[config.mk]
export PLATFORM = sky130hd
export DESIGN_NAME = speicher_arbiter_flat
export DESIGN_NICKNAME = d
export VERILOG_FILES = /design/src/rtl/speicher_arbiter_if.sv /design/src/rtl/speicher_arbiter.sv /design/src/flat_wrapper.sv
export SDC_FILE = /design/constraint.sdc
export NUM_CORES = 1
export LEC_CHECK = 0
export CAP_MARGIN = 20
export CORE_MARGIN = 2
export CORE_UTILIZATION = 41
export CTS_CLUSTER_DIAMETER = 100
export DETAILED_ROUTE_END_ITERATION = 10
export PLACE_DENSITY_LB_ADDON = 0.1
export SETUP_SLACK_MARGIN = 0.15
export SYNTH_ARGS = -nofsm -noshare
export SYNTH_HDL_FRONTEND = slang
export SYNTH_SLANG_ARGS = --single-unit
[constraint.sdc]
create_clock -name i_clk -period 2.6 [get_ports i_clk]
set_input_delay 0.52 -clock i_clk [delete_from_list [all_inputs] [get_ports i_clk]]
set_output_delay 0.52 -clock i_clk [all_outputs]
set_load 0.03 [all_outputs]
[src/rtl/speicher_arbiter_if.sv]
// speicher_arbiter_if: CPU fetch/data request ports and RAM handshake seen by speicher_arbiter.
interface speicher_arbiter_if #(
    parameter int WORTBREITE   = 32,
    parameter int ADRESSBREITE = 8
);
    logic                    LeseInstruktion;
    logic [31:0]             InstruktionAdresse;
    logic [WORTBREITE-1:0]   Instruktion;
    logic                    InstruktionGeladen;
    logic                    LeseDaten;
    logic                    SchreibeDaten;
    logic [31:0]             DatenAdresse;
    logic [WORTBREITE-1:0]   DatenRaus;
    logic [WORTBREITE-1:0]   DatenRein;
    logic                    DatenGeladen;
    logic                    DatenGespeichert;
    logic                    RAMLesenAn;
    logic                    RAMSchreibenAn;
    logic [ADRESSBREITE-1:0] RAMAdresse;
    logic [WORTBREITE-1:0]   RAMDatenRein;
    logic [WORTBREITE-1:0]   RAMDatenRaus;
    logic                    RAMDatenBereit;
    logic                    RAMDatenGeschrieben;
    logic                    Fehler;

    modport slave (
        input  LeseInstruktion, InstruktionAdresse, LeseDaten, SchreibeDaten, DatenAdresse, DatenRaus,
        input  RAMDatenRaus, RAMDatenBereit, RAMDatenGeschrieben,
        output Instruktion, InstruktionGeladen, DatenRein, DatenGeladen, DatenGespeichert,
        output RAMLesenAn, RAMSchreibenAn, RAMAdresse, RAMDatenRein, Fehler
    );

    modport master (
        output LeseInstruktion, InstruktionAdresse, LeseDaten, SchreibeDaten, DatenAdresse, DatenRaus,
        output RAMDatenRaus, RAMDatenBereit, RAMDatenGeschrieben,
        input  Instruktion, InstruktionGeladen, DatenRein, DatenGeladen, DatenGespeichert,
        input  RAMLesenAn, RAMSchreibenAn, RAMAdresse, RAMDatenRein, Fehler
    );
endinterface

[src/rtl/speicher_arbiter.sv]
// speicher_arbiter: shares one single-port RAM between CPU fetch and data ports with a timeout watchdog.
// Define SPEICHER_ARBITER_FAIR_EN for round-robin instead of fixed data-over-instruction priority.
module speicher_arbiter #(
    parameter int WORTBREITE   = 32,
    parameter int ADRESSBREITE = 8,
    parameter int TIMEOUT      = 15
) (
    input logic               i_clk,
    input logic               i_rst_n,
    speicher_arbiter_if.slave bus
);
    typedef enum logic [2:0] {LEERLAUF, INSTR, LESEN, SCHREIBEN, ERHOLUNG} state_t;

    state_t                  r_state;
    logic [7:0]              r_cnt;
    logic [WORTBREITE-1:0]   r_instr, r_drein, r_wdat;
    logic [ADRESSBREITE-1:0] r_adr;
    logic                    r_igel, r_dgel, r_dges, r_rd_en, r_wr_en, r_fehler;
    logic                    w_dreq, w_ireq, w_gdata, w_timeout, w_ack, w_unused;

    assign w_dreq    = bus.LeseDaten | bus.SchreibeDaten;
    assign w_ireq    = bus.LeseInstruktion;
`ifdef SPEICHER_ARBITER_FAIR_EN
    logic r_last_data;
    assign w_gdata   = w_dreq & ~(w_ireq & r_last_data);
`else
    assign w_gdata   = w_dreq;
`endif
    // counter holds k-1 on the k-th edge after grant, so this fires on edge TIMEOUT
    assign w_timeout = r_cnt == 8'(TIMEOUT - 1);
    assign w_ack     = r_state == SCHREIBEN ? bus.RAMDatenGeschrieben : bus.RAMDatenBereit;
    assign w_unused  = ^{bus.InstruktionAdresse[31:ADRESSBREITE], bus.DatenAdresse[31:ADRESSBREITE]};

    always_ff @(posedge i_clk or negedge i_rst_n) begin
        if (!i_rst_n) begin
            r_state  <= LEERLAUF;
            r_cnt    <= '0;
            r_instr  <= '0;
            r_drein  <= '0;
            r_wdat   <= '0;
            r_adr    <= '0;
            r_igel   <= 1'b0;
            r_dgel   <= 1'b0;
            r_dges   <= 1'b0;
            r_rd_en  <= 1'b0;
            r_wr_en  <= 1'b0;
            r_fehler <= 1'b0;
`ifdef SPEICHER_ARBITER_FAIR_EN
            r_last_data <= 1'b1;
`endif
        end else begin
            r_igel <= 1'b0;
            r_dgel <= 1'b0;
            r_dges <= 1'b0;
            case (r_state)
                LEERLAUF: if (w_dreq | w_ireq) begin
                    r_adr   <= w_gdata ? bus.DatenAdresse[ADRESSBREITE-1:0] : bus.InstruktionAdresse[ADRESSBREITE-1:0];
                    r_wdat  <= bus.DatenRaus;
                    r_cnt   <= '0;
                    r_wr_en <= w_gdata & bus.SchreibeDaten;
                    r_rd_en <= ~(w_gdata & bus.SchreibeDaten);
                    r_state <= !w_gdata ? INSTR : bus.SchreibeDaten ? SCHREIBEN : LESEN;
`ifdef SPEICHER_ARBITER_FAIR_EN
                    r_last_data <= w_gdata;
`endif
                end
                INSTR, LESEN, SCHREIBEN: begin
                    r_cnt <= r_cnt + 8'd1;
                    // an acknowledge on the deadline edge still counts as success
                    if (w_ack | w_timeout) begin
                        r_rd_en  <= 1'b0;
                        r_wr_en  <= 1'b0;
                        r_fehler <= r_fehler | ~w_ack;
                        r_state  <= ERHOLUNG;
                        r_igel   <= r_state == INSTR;
                        r_dgel   <= r_state == LESEN;
                        r_dges   <= r_state == SCHREIBEN;
                        if (r_state == INSTR)
                            r_instr <= w_ack ? bus.RAMDatenRaus : '0;
                        if (r_state == LESEN)
                            r_drein <= w_ack ? bus.RAMDatenRaus : '0;
                    end
                end
                ERHOLUNG: r_state <= LEERLAUF;
                default:  r_state <= LEERLAUF;
            endcase
        end
    end

    assign bus.Instruktion        = r_instr;
    assign bus.InstruktionGeladen = r_igel;
    assign bus.DatenRein          = r_drein;
    assign bus.DatenGeladen       = r_dgel;
    assign bus.DatenGespeichert   = r_dges;
    assign bus.RAMLesenAn         = r_rd_en;
    assign bus.RAMSchreibenAn     = r_wr_en;
    assign bus.RAMAdresse         = r_adr;
    assign bus.RAMDatenRein       = r_wdat;
    assign bus.Fehler             = r_fehler;
endmodule
[src/flat_wrapper.sv]
// flat-port wrapper written by rule: the top's interface ports become plain ports
module speicher_arbiter_flat 
#(
    parameter int WORTBREITE   = 32,
    parameter int ADRESSBREITE = 8,
    parameter int TIMEOUT      = 15
)
  (i_clk, i_rst_n, bus_LeseInstruktion, bus_InstruktionAdresse, bus_LeseDaten, bus_SchreibeDaten, bus_DatenAdresse, bus_DatenRaus, bus_RAMDatenRaus, bus_RAMDatenBereit, bus_RAMDatenGeschrieben, bus_Instruktion, bus_InstruktionGeladen, bus_DatenRein, bus_DatenGeladen, bus_DatenGespeichert, bus_RAMLesenAn, bus_RAMSchreibenAn, bus_RAMAdresse, bus_RAMDatenRein, bus_Fehler);
  speicher_arbiter_if #(.WORTBREITE(WORTBREITE), .ADRESSBREITE(ADRESSBREITE)) bus_i ();
  input logic i_clk;
  input logic i_rst_n;
  input wire logic [$bits(bus_i.LeseInstruktion)-1:0] bus_LeseInstruktion;
  input wire logic [$bits(bus_i.InstruktionAdresse)-1:0] bus_InstruktionAdresse;
  input wire logic [$bits(bus_i.LeseDaten)-1:0] bus_LeseDaten;
  input wire logic [$bits(bus_i.SchreibeDaten)-1:0] bus_SchreibeDaten;
  input wire logic [$bits(bus_i.DatenAdresse)-1:0] bus_DatenAdresse;
  input wire logic [$bits(bus_i.DatenRaus)-1:0] bus_DatenRaus;
  input wire logic [$bits(bus_i.RAMDatenRaus)-1:0] bus_RAMDatenRaus;
  input wire logic [$bits(bus_i.RAMDatenBereit)-1:0] bus_RAMDatenBereit;
  input wire logic [$bits(bus_i.RAMDatenGeschrieben)-1:0] bus_RAMDatenGeschrieben;
  output wire logic [$bits(bus_i.Instruktion)-1:0] bus_Instruktion;
  output wire logic [$bits(bus_i.InstruktionGeladen)-1:0] bus_InstruktionGeladen;
  output wire logic [$bits(bus_i.DatenRein)-1:0] bus_DatenRein;
  output wire logic [$bits(bus_i.DatenGeladen)-1:0] bus_DatenGeladen;
  output wire logic [$bits(bus_i.DatenGespeichert)-1:0] bus_DatenGespeichert;
  output wire logic [$bits(bus_i.RAMLesenAn)-1:0] bus_RAMLesenAn;
  output wire logic [$bits(bus_i.RAMSchreibenAn)-1:0] bus_RAMSchreibenAn;
  output wire logic [$bits(bus_i.RAMAdresse)-1:0] bus_RAMAdresse;
  output wire logic [$bits(bus_i.RAMDatenRein)-1:0] bus_RAMDatenRein;
  output wire logic [$bits(bus_i.Fehler)-1:0] bus_Fehler;
  assign bus_i.LeseInstruktion = bus_LeseInstruktion;
  assign bus_i.InstruktionAdresse = bus_InstruktionAdresse;
  assign bus_i.LeseDaten = bus_LeseDaten;
  assign bus_i.SchreibeDaten = bus_SchreibeDaten;
  assign bus_i.DatenAdresse = bus_DatenAdresse;
  assign bus_i.DatenRaus = bus_DatenRaus;
  assign bus_i.RAMDatenRaus = bus_RAMDatenRaus;
  assign bus_i.RAMDatenBereit = bus_RAMDatenBereit;
  assign bus_i.RAMDatenGeschrieben = bus_RAMDatenGeschrieben;
  assign bus_Instruktion = bus_i.Instruktion;
  assign bus_InstruktionGeladen = bus_i.InstruktionGeladen;
  assign bus_DatenRein = bus_i.DatenRein;
  assign bus_DatenGeladen = bus_i.DatenGeladen;
  assign bus_DatenGespeichert = bus_i.DatenGespeichert;
  assign bus_RAMLesenAn = bus_i.RAMLesenAn;
  assign bus_RAMSchreibenAn = bus_i.RAMSchreibenAn;
  assign bus_RAMAdresse = bus_i.RAMAdresse;
  assign bus_RAMDatenRein = bus_i.RAMDatenRein;
  assign bus_Fehler = bus_i.Fehler;
  speicher_arbiter #(.WORTBREITE(WORTBREITE), .ADRESSBREITE(ADRESSBREITE), .TIMEOUT(TIMEOUT)) u_core (.i_clk(i_clk), .i_rst_n(i_rst_n), .bus(bus_i));
endmodule
==> impl_metrics.tcl <==
set metrics [dict create \
    grt_pass1_vias 4135 \
    timing_max_transition_violations_final 0 \
    report.final.setup_viol 0 \
    run_status "finished clean" \
    critPathKind "register to register" \
    grt_setup_unrepaired "no" \
    total_leakage_power_nw 3.50 \
    synthFlopType "dfrtp_1" \
    net-switching-power_mw 4.16 \
    wire_per_inst_um 15.1 \
    synth_edf_count 0 \
    synth_cells 459 \
    fin_util_pct 64.7 \
    final_period_minus_worst_setup_slack_ns 2.13 \
    synth-seq-area-share_pct 60.9 \
    h-tree-depth 4 \
    cp_slowest_cell "dfrtp_1" \
    std_cell_rows 40 \
    report.final.hold_viol_count 0 \
    tritoncts_clock_tree "yes" \
    intPower_mw 6.41 \
    synthesis.area_mm2 0.00497 \
    fp.dieW_um 114 \
    post_cts_resize_count 0 \
    layout.filler_cells 957 \
    synth_async_sr_flop_share_pct 100 \
    vdd_ir_drop_max_v 0.000766 \
    cp_data_required_time_ns 2.92 \
    cts_post_setup_buffers_inserted 0 \
    final_antenna_net_count 0 \
    cp_data_arrival_time_ns 2.46 \
    cts_root_buf "clkbuf_16" \
    worst_clock_skew_ns 0.00674 \
    cp.buffers_inverters 2 \
    syn_to_final_growth_pct 55.2 \
    worst_slew_pin_slew_ns 0.717 \
    routed-via-count 3978 \
    final.setup.tns_ns 0 \
    worst_setup_path_end_kind "register" \
    number_of_diodes 0 \
    synth_cell_type_count 39 \
    crit_path_max_fanout 33 \
    slew_headroom_pct 51.8 \
    nets_final 799 \
    yosysWarningCount 0 \
    path_cells "inv_1 > ha_1 > or3b_1 > nor4_4 > o21a_2 > buf_12 > mux2i_1" \
    start_kind "register" \
    io-pin-count 245 \
    max_freq_mhz 468 \
    cts_sinks 121 \
    sequential_power_share_pct 30.0 \
    drv.max_cap_violation_count 0 \
    cp_max_stage_delay_ns 0.43 \
    drt-initial-drc-count 209 \
    post_route_cells_drive_above_1_share_pct 7.70 \
    dp_hpwl_um 8790 \
    detailed_route_wire_length_um 12500 \
    drt_drc_violations_left 0 \
    clk_latency_ns 0.41 \
    fp.dieArea_mm2 0.0130 \
    first_pass_grt_wire_length_um 20700 \
    die_h_um 114 \
    hold_path_class "input pin to async pin" \
    layout.cells.most_common "clkdlybuf4s50_1" \
    total_congestion_overflow 0 \
    via_per_inst 4.84 \
    mapped_nets 596 \
    power_share_of_the_combinational_group_pct 47.0 \
    postSynthRegisterBits 121 \
    layout.cells.most_common_list "clkdlybuf4s50_1, nand2_1, dfrtp_1" \
    post_synth.cell_area_avg_um2 10.8 \
    period_share_pct 82.1 \
    pin_count_of_the_biggest_net_entering_global_routing 48 \
    critical_path.top_delay_family "simple AND/OR/NAND/NOR gates" \
    cts_hold_buffers 0 \
    design.core.area_mm2 0.0119 \
    clk_path_buf_depth 2 \
    cellPowerDensity_mw_per_mm2 1370 \
    port_buffers 196 \
    power_switching_share_pct 39.3 \
    share_clk_of_total_power_pct 23.0 \
    cts_buffers 17 \
    cts.reportedPaths.clkPinSlew_ns 0.05 \
    post-layout-total-power_mw 10.6 \
    starting_utilization_of_the_core_area_pct 41.7 \
    drt_pre_antenna_iters 4 \
    overall_track_demand_over_capacity_in_global_routing_pct 20.5 \
    routability_driven_placement_congestion_ratio 0.723 \
    antenna_found_initial 0 \
]
## cells by family after synthesis
| logic type | count (synthesis) | synth area share [%] |
|---|---|---|
| XOR/XNOR | 1 | 0.176 |
| flip-flops | 121 | 60.9 |
| adder cells (fa/ha/maj) | 2 | 0.504 |
| AND/OR/NAND/NOR | 167 | 13.9 |
| AO/OA/AOI/OAI | 65 | 10.0 |
| buffers and inverters | 60 | 5.79 |
| multiplexers | 43 | 8.69 |
## power by group through the flow
stage               Combinational, mW  Clock [mW]  Sequential, mW
floorplan                        1.50           0            4.60
global placement                 4.95           0            3.15
finish                           4.96        2.43            3.17
global route                     5.34        2.57            3.27
CTS                              5.02        2.48            3.18
detailed placement               5.01           0            3.19
## cell usage after synthesis (all sizes together), types with 2 or more instances
master | number | area, um2
o21ai | 15 | 75.1
o211ai | 4 | 35.0
buf | 15 | 118
nand2 | 140 | 526
clkbuf | 11 | 42.5
nand4 | 3 | 18.8
inv | 34 | 128
nor3b | 2 | 15.0
mux2i | 42 | 420
nand2b | 2 | 12.5
a22o | 34 | 298
nand3 | 3 | 15.0
ha | 2 | 25.0
a21oi | 2 | 10.0
o31ai | 4 | 35.0
nor2 | 9 | 33.8
dfrtp | 121 | 3030
or2 | 2 | 12.5
## metrics by stage
stage | cell area [um2] | instances | hold WS [ns] | setup WS [ns]
2_1_floorplan | 4970 | 459 | 0.224 | 0.711
3_3_place_gp | 7090 | 790 | 0.458 | 0.470
3_5_place_dp | 7090 | 790 | 0.460 | 0.416
4_1_cts | 7710 | 822 | 0.141 | 0.450
5_1_grt | 7710 | 822 | 0.166 | 0.313
6_report | 7710 | 822 | 0.115 | 0.465
## layer usage
layer | routed length, um | track usage [%]
met5 | 0 | 0
met4 | 191 | 7.56
met1 | 5220 | 25.6
met3 | 1210 | 9.00
met2 | 5830 | 31.7
## area by class of cell
cell class | instances | area [um2] | area share, %
Tap cell | 147 | 184 | 2.39
Multi-Input combinational cell | 278 | 1660 | 21.6
Timing Repair Buffer | 210 | 2090 | 27.1
Inverter | 34 | 128 | 1.66
Clock buffer | 25 | 505 | 6.56
Sequential cell | 121 | 3030 | 39.3
Clock inverter | 7 | 113 | 1.46
## state kept, by name (all words and copies together), names as in the netlist
signal and cells:
u_core.bus.RAMAdresse 8, u_core.bus.Fehler 1, u_core.r_cnt 8, u_core.bus.InstruktionGeladen 1, u_core.bus.DatenRein 32, u_core.bus.DatenGespeichert 1, u_core.bus.RAMDatenRein 32, u_core.bus.RAMSchreibenAn 1
u_core.r_state 3, u_core.bus.DatenGeladen 1, u_core.bus.RAMLesenAn 1, u_core.bus.Instruktion 32
## worst paths after layout
kind	depth (start not counted)	slack, ns	startpoint	endpoint
max	7	0.47	u_core.r_cnt[0]$_DFFE_PN0P_	u_core.bus.DatenRein[7]$_DFFE_PN0P_
min	1	0.12	i_rst_n	u_core.bus.DatenRein[29]$_DFFE_PN0P_
max reg2reg	7	0.47	u_core.r_cnt[0]$_DFFE_PN0P_	u_core.bus.DatenRein[7]$_DFFE_PN0P_
min reg2reg	2	0.47	u_core.bus.RAMDatenRein[15]$_DFFE_PN0P_	u_core.bus.RAMDatenRein[15]$_DFFE_PN0P_
max in group asynchronous	2	1.74	i_rst_n	u_core.bus.Instruktion[12]$_DFFE_PN0P_
min in group i_clk	2	0.47	u_core.bus.RAMDatenRein[15]$_DFFE_PN0P_	u_core.bus.RAMDatenRein[15]$_DFFE_PN0P_
Note: power is estimated with default switching activity, not from simulation.
